<file path="config.mk">
export PLATFORM = sky130hd
export DESIGN_NAME = comparator_4bit_eq
export DESIGN_NICKNAME = d
export VERILOG_FILES = /design/src/rtl/comparator_4bit_eq.sv
export SDC_FILE = /design/constraint.sdc
export NUM_CORES = 1
export LEC_CHECK = 0
export ABC_AREA = 1
export BUFFER_PORTS_ARGS = -buffer_cell sky130_fd_sc_hd__buf_2
export CAP_MARGIN = 20
export CORE_AREA = 2 2 39 41
export CTS_CLUSTER_DIAMETER = 40
export DETAILED_ROUTE_END_ITERATION = 8
export DIE_AREA = 0 0 41 43
export PLACE_DENSITY_LB_ADDON = 0.05
export SLEW_MARGIN = 20
export SYNTH_ARGS = -nofsm -noshare
export SYNTH_HDL_FRONTEND = slang
export SYNTH_SLANG_ARGS = --single-unit
</file>
<file path="constraint.sdc">
create_clock -name clk -period 0.9 [get_ports clk]
set_clock_uncertainty 0.1 [all_clocks]
set_input_delay 0.045 -clock clk [delete_from_list [all_inputs] [get_ports clk]]
set_output_delay 0.045 -clock clk [all_outputs]
set_load 0.01 [all_outputs]
</file>
<file path="src/rtl/comparator_4bit_eq.sv">
// 4-bit equality comparator: combinational equal/diff plus sampled result and sticky-mismatch status.
// Optional match/mismatch counters are enabled by defining COMP_EQ_STATS_EN.
module comparator_4bit_eq #(
  parameter int unsigned CNT_W = 8
) (
  input  logic             clk,
  input  logic             rst_n,
  input  logic [3:0]       A,
  input  logic [3:0]       B,
  input  logic             sample,
  input  logic             clr,
  output logic             equal,
  output logic [3:0]       diff,
  output logic             equal_q,
  output logic             valid_q,
`ifdef COMP_EQ_STATS_EN
  output logic [CNT_W-1:0] match_cnt,
  output logic [CNT_W-1:0] mismatch_cnt,
`endif
  output logic             mismatch_seen
);

  // Datapath decode path: independent of clock, reset and control.
  assign equal = (A == B);
  assign diff  = A ^ B;

  // Last sampled result and its one-cycle valid strobe; clr does not affect these.
  always_ff @(posedge clk or negedge rst_n) begin
    if (!rst_n) begin
      equal_q <= 1'b0;
      valid_q <= 1'b0;
    end else begin
      valid_q <= sample;
      if (sample) begin
        equal_q <= equal;
      end
    end
  end

  // Sticky mismatch flag; clear wins over a simultaneous sampled mismatch.
  always_ff @(posedge clk or negedge rst_n) begin
    if (!rst_n) begin
      mismatch_seen <= 1'b0;
    end else if (clr) begin
      mismatch_seen <= 1'b0;
    end else if (sample && !equal) begin
      mismatch_seen <= 1'b1;
    end
  end

`ifdef COMP_EQ_STATS_EN
  localparam logic [CNT_W-1:0] CNT_MAX = {CNT_W{1'b1}};

  // Saturating statistics counters.
  always_ff @(posedge clk or negedge rst_n) begin
    if (!rst_n) begin
      match_cnt    <= '0;
      mismatch_cnt <= '0;
    end else if (clr) begin
      match_cnt    <= '0;
      mismatch_cnt <= '0;
    end else if (sample) begin
      if (equal) begin
        if (match_cnt != CNT_MAX) begin
          match_cnt <= match_cnt + CNT_W'(1);
        end
      end else begin
        if (mismatch_cnt != CNT_MAX) begin
          mismatch_cnt <= mismatch_cnt + CNT_W'(1);
        end
      end
    end
  end
`endif

endmodule

</file>
# Yosys cells after proc, flatten, opt, wreduce, memory -nomap -nowiden
# Cells that the tools add are included.
[totals]
ff_bits = 3
elab_cells = 10
[op_classes]
n_bitwise = 1
muxes = 2
eq_ne = 1
n_reduce_logical = 3
[ops]
columns = ["operator", "count"]
rows = [
  ["4-bit == test", 1],
  ["4-bit bitwise XOR", 1],
  ["1-bit 2-to-1 mux", 2],
  ["2-bit nonzero test", 1],
  ["1-bit logical AND", 1],
  ["1-bit zero test", 1],
]

# Logic depth before layout (Yosys ltp)
[depth]
word_depth = 5
depth_mapped = 7

# Worst setup path after synthesis
# No wires, ideal clock.
[synth_path]
path_type = "reg-to-reg"
start = "reg, netlist name equal_q"
end = "reg equal_q"
setup_time_ps = 119
path_slack_ps = 125
t_arrival_ps = 556
path_stages_with_launch = 2
t_required_ps = 681
n_path_buf = 0
cell_sequence = "dfrtp_1 -> o21a_1"
[synth_lines]
columns = ["element", "line", "rtl"]
rows = [
  ["end signal: assignment", "35", "equal_q <= equal;"],
  ["end: declaration", "14", "output logic equal_q,"],
]

# Final worst setup path
[layout_path]
start = "reg equal_q"
end = "out equal_q"
# No word-level cell between the ends.

==> results.md <==
Outcome:
- The run finished with clean final reports.

CTS:
- After clock tree synthesis, the setup repair step added 0 buffers.
- Buffers inserted during clock tree synthesis total 3.
- The tree is rooted in a clkbuf_4.
- The maximum buffer depth of the clock tree is 2.
- The worst-skew pair later-pin latency is 0.23 ns.
- The clock net in this run drives a total of 3 sinks.
- CTS built an H-tree with a depth of 1.
- TritonCTS built the clock tree.
- After clock tree synthesis, the clock-pin slew on the worst setup and hold paths is 0.03 ns.

Drt:
- For this run, design rule violations remaining after detail routing come to 0.
- The total vias in the final route is 261.
- In this run the remaining antenna-violating nets after routing total 0.
- Using the TritonRoute via totals, the vias-per-cell ratio works out to 3.63.
- The routed design has 491 um of wire.
- In this run, the number of DRC markers left after iteration 0 of detailed routing was 0.
- For this run, the detailed router's first-pass iteration total came to 1.
- In the final routed layout, each cell accounts on average for 6.82 um.

Min path:
- The path class of the tightest hold or removal check is primary input to async pin.

Placement:
- The total instance count after detailed placement is 65.
- The placement-stage cell area is 302 sq um.
- The congestion estimate from routability-driven global placement came to 0.526.
- The count of input and output buffers is 19.
- The estimated wirelength of the detail-placed design is 431 um.

Layout:
- The final cell area excluding filler cells is 360 sq um.
- The area growth from synthesis to layout is 93.3%.
- The number of fill cells is 165.
- The count of cells in the finished layout, fillers not included, comes to 72.
- The share of final-layout standard cells stronger than drive strength 1 is 44.6%.
- The number of nets in the finished design is 69.
- The repair_antennas step left the layout with diodes totalling 0.

Worst setup path:
- The number of cells on the worst reg-to-reg path is 1.
- The largest stage delay on the critical path is 0.37 ns.
- The worst register-to-register path begins at equal_q$_DFFE_PN0P_.
- The buffer and inverter count on the worst path is 1.
- The maximum fanout encountered on the critical timing path is 2.
- The critical-path cell with the highest stage delay is dfrtp_1.
- In this design, the largest share of critical-path delay is due to flip-flops.
- STA puts the critical path data arrival time at 0.74 ns.
- The origin of the worst setup path is equal_q$_DFFE_PN0P_.
- The element type at the critical path end is a primary output.
- The critical setup path kind is flop to primary output.
- The signal on the critical path passes through buf_2.
- The launching element type of the critical path is a flop.
- For the worst setup path, the data required time is 0.75 ns.
- In this run the number of cells on the critical path is 1.

Power and ir drop:
- Overall power consumption after layout is estimated at 499 uW.
- The analysis attributes to cell leakage a power of 0.240 nW.
- VDD sags by at most 307 uV.
- Power spread over the standard cell area amounts to 1390 mW/mm^2.

STA:
- Setup repair after global routing could not meet its margin everywhere.
- The max-slew violation count is 0.
- Based on the critical path, the design can be clocked at up to 1.13 GHz.
- The relative slew slack is 92.5%.
- In the finished design, the share of the clock period the worst path needs comes to 98.4%.
- The number of failing setup endpoints in the final timing report is 0.
- The worst path in the final design needs a cycle of 0.886 ns, including I/O delays and setup.
- The aggregate negative setup slack is 0 ns.
- The hold violation count in the final report is 0.
- The actual slew at the worst max-slew pin is 0.112 ns.

Logic synthesis:
- The synthesis warning total is 0.
- Of the synthesized area, sequential elements account for 40.3%.
- The net count after synthesis is 42.
- The average cell area after synthesis is 6.21 sq um.
- Counting flops and latches in the post-synthesis netlist gives 3.
- After synthesis the cells add up to 186 sq um.
- Synthesis produced a netlist whose cell count is 30.
- The number of different library cells in the post-synthesis netlist is 8.

Flow run:
- The number of violations of the max-capacitance limit is 0.

Global routing:
- The via count of the first global-routing pass is 226.
- The global-route congestion overflow total is 0.
- Global routing used 6.33% of the available tracks.
- The first global-routing pass estimated 738 um of wire.
- The maximum number of pins on one net before global-route repair is 4.
- The number of antenna violations at the first check in global routing is 0.

Floorplanning:
- Measured along the y axis, the die boundary spans 43 um.
- The area of the core is 0.00138 sq mm.
- In this run the count of I/O pins placed on the die edge is 20.
- After floorplanning, the core was divided into 14 placement rows.
- The die is 41 um wide.
- For this configuration, the core starts out at a cell density of 13.5%.
- The die area is 0.00176 sq mm.
layout make-up:
type	count	area [sq um]	share of cell area, %
clock buffers	4	26.3	7.29
well taps	16	20.0	5.56
repair buffers	22	125	34.7
flip-flops and latches	3	75.1	20.8
multi-input cells	18	80.1	22.2
inverters	9	33.8	9.37
per-layer routing:
metal | track usage [%] | wire [um] | up-vias
met1 | 6.11 | 188 | 112
met3 | 1.57 | 50 | 0
met4 | 6.00 | 0 | 0
met5 | 0 | 0 | -
li1 | - | - | 137
met2 | 10.0 | 252 | 12
layout by cell type, fill, tap and decap left out:
master	n
a21oi_1	1
buf_2	19
clkbuf_1	1
clkbuf_4	3
dfrtp_1	3
dlygate4sd3_1	3
inv_1	9
nand2_1	11
nand2_2	1
nor2_1	2
nor2_2	2
o21a_1	1
repair_timing:
| action | CTS | global route |
|---|---|---|
| hold buffers | 3 | 0 |
| setup endpoints to repair | 0 | 3 |
| resized for setup | 0 | 1 |
| hold endpoints to repair | 6 | 0 |
cell families (layout without fill, tap and decap cells):
logic type      Yosys count  after routing  synth area share, %
compound gates            2              2                 6.71
buf+inv                   9             35                 18.1
flops                     3              3                 40.3
simple gates             16             16                 34.9
synthesized netlist by cell type:
cell type  instances  area share (%)
dfrtp_1            3              40
nor2_1             3             6.0
nand2_2            1             3.4
inv_1              9              18
nand2_1           11              22
a21oi_1            1             2.7
o21a_1             1             4.0
nor2_2             1             3.4
through the flow:
step           utilization, %  worst slack (ns)  hold WS (ns)
3_3_place_gp             21.8            0.0534        -0.260
5_1_grt                  26.0          -0.00994        0.0432
3_5_place_dp             21.8            0.0389        -0.257
4_1_cts                  25.9           0.00665        0.0379
6_report                 26.0            0.0142        0.0394
2_1_floorplan               -             0.125        -0.351
power breakdown:
| part | switching, mW | total (mW) | internal, mW |
|---|---|---|---|
| registers | 0.00393 | 0.149 | 0.145 |
| clock network | 0.0640 | 0.230 | 0.166 |
| logic | 0.0605 | 0.120 | 0.0599 |
state kept, by name, indices dropped and copies added, names as in the netlist:
signal and cells:
valid_q 1, mismatch_seen 1, equal_q 1
worst paths after layout:
kind	endpoint	slack [ns]
max	equal_q	0.01
min	mismatch_seen$_DFFE_PN0P_	0.04
max reg2reg	equal_q$_DFFE_PN0P_	0.16
min reg2reg	equal_q$_DFFE_PN0P_	0.38
max in group asynchronous	valid_q$_DFF_PN0_	0.56
min in group clk	equal_q$_DFFE_PN0P_	0.23
(Power assumes the default switching activity.)
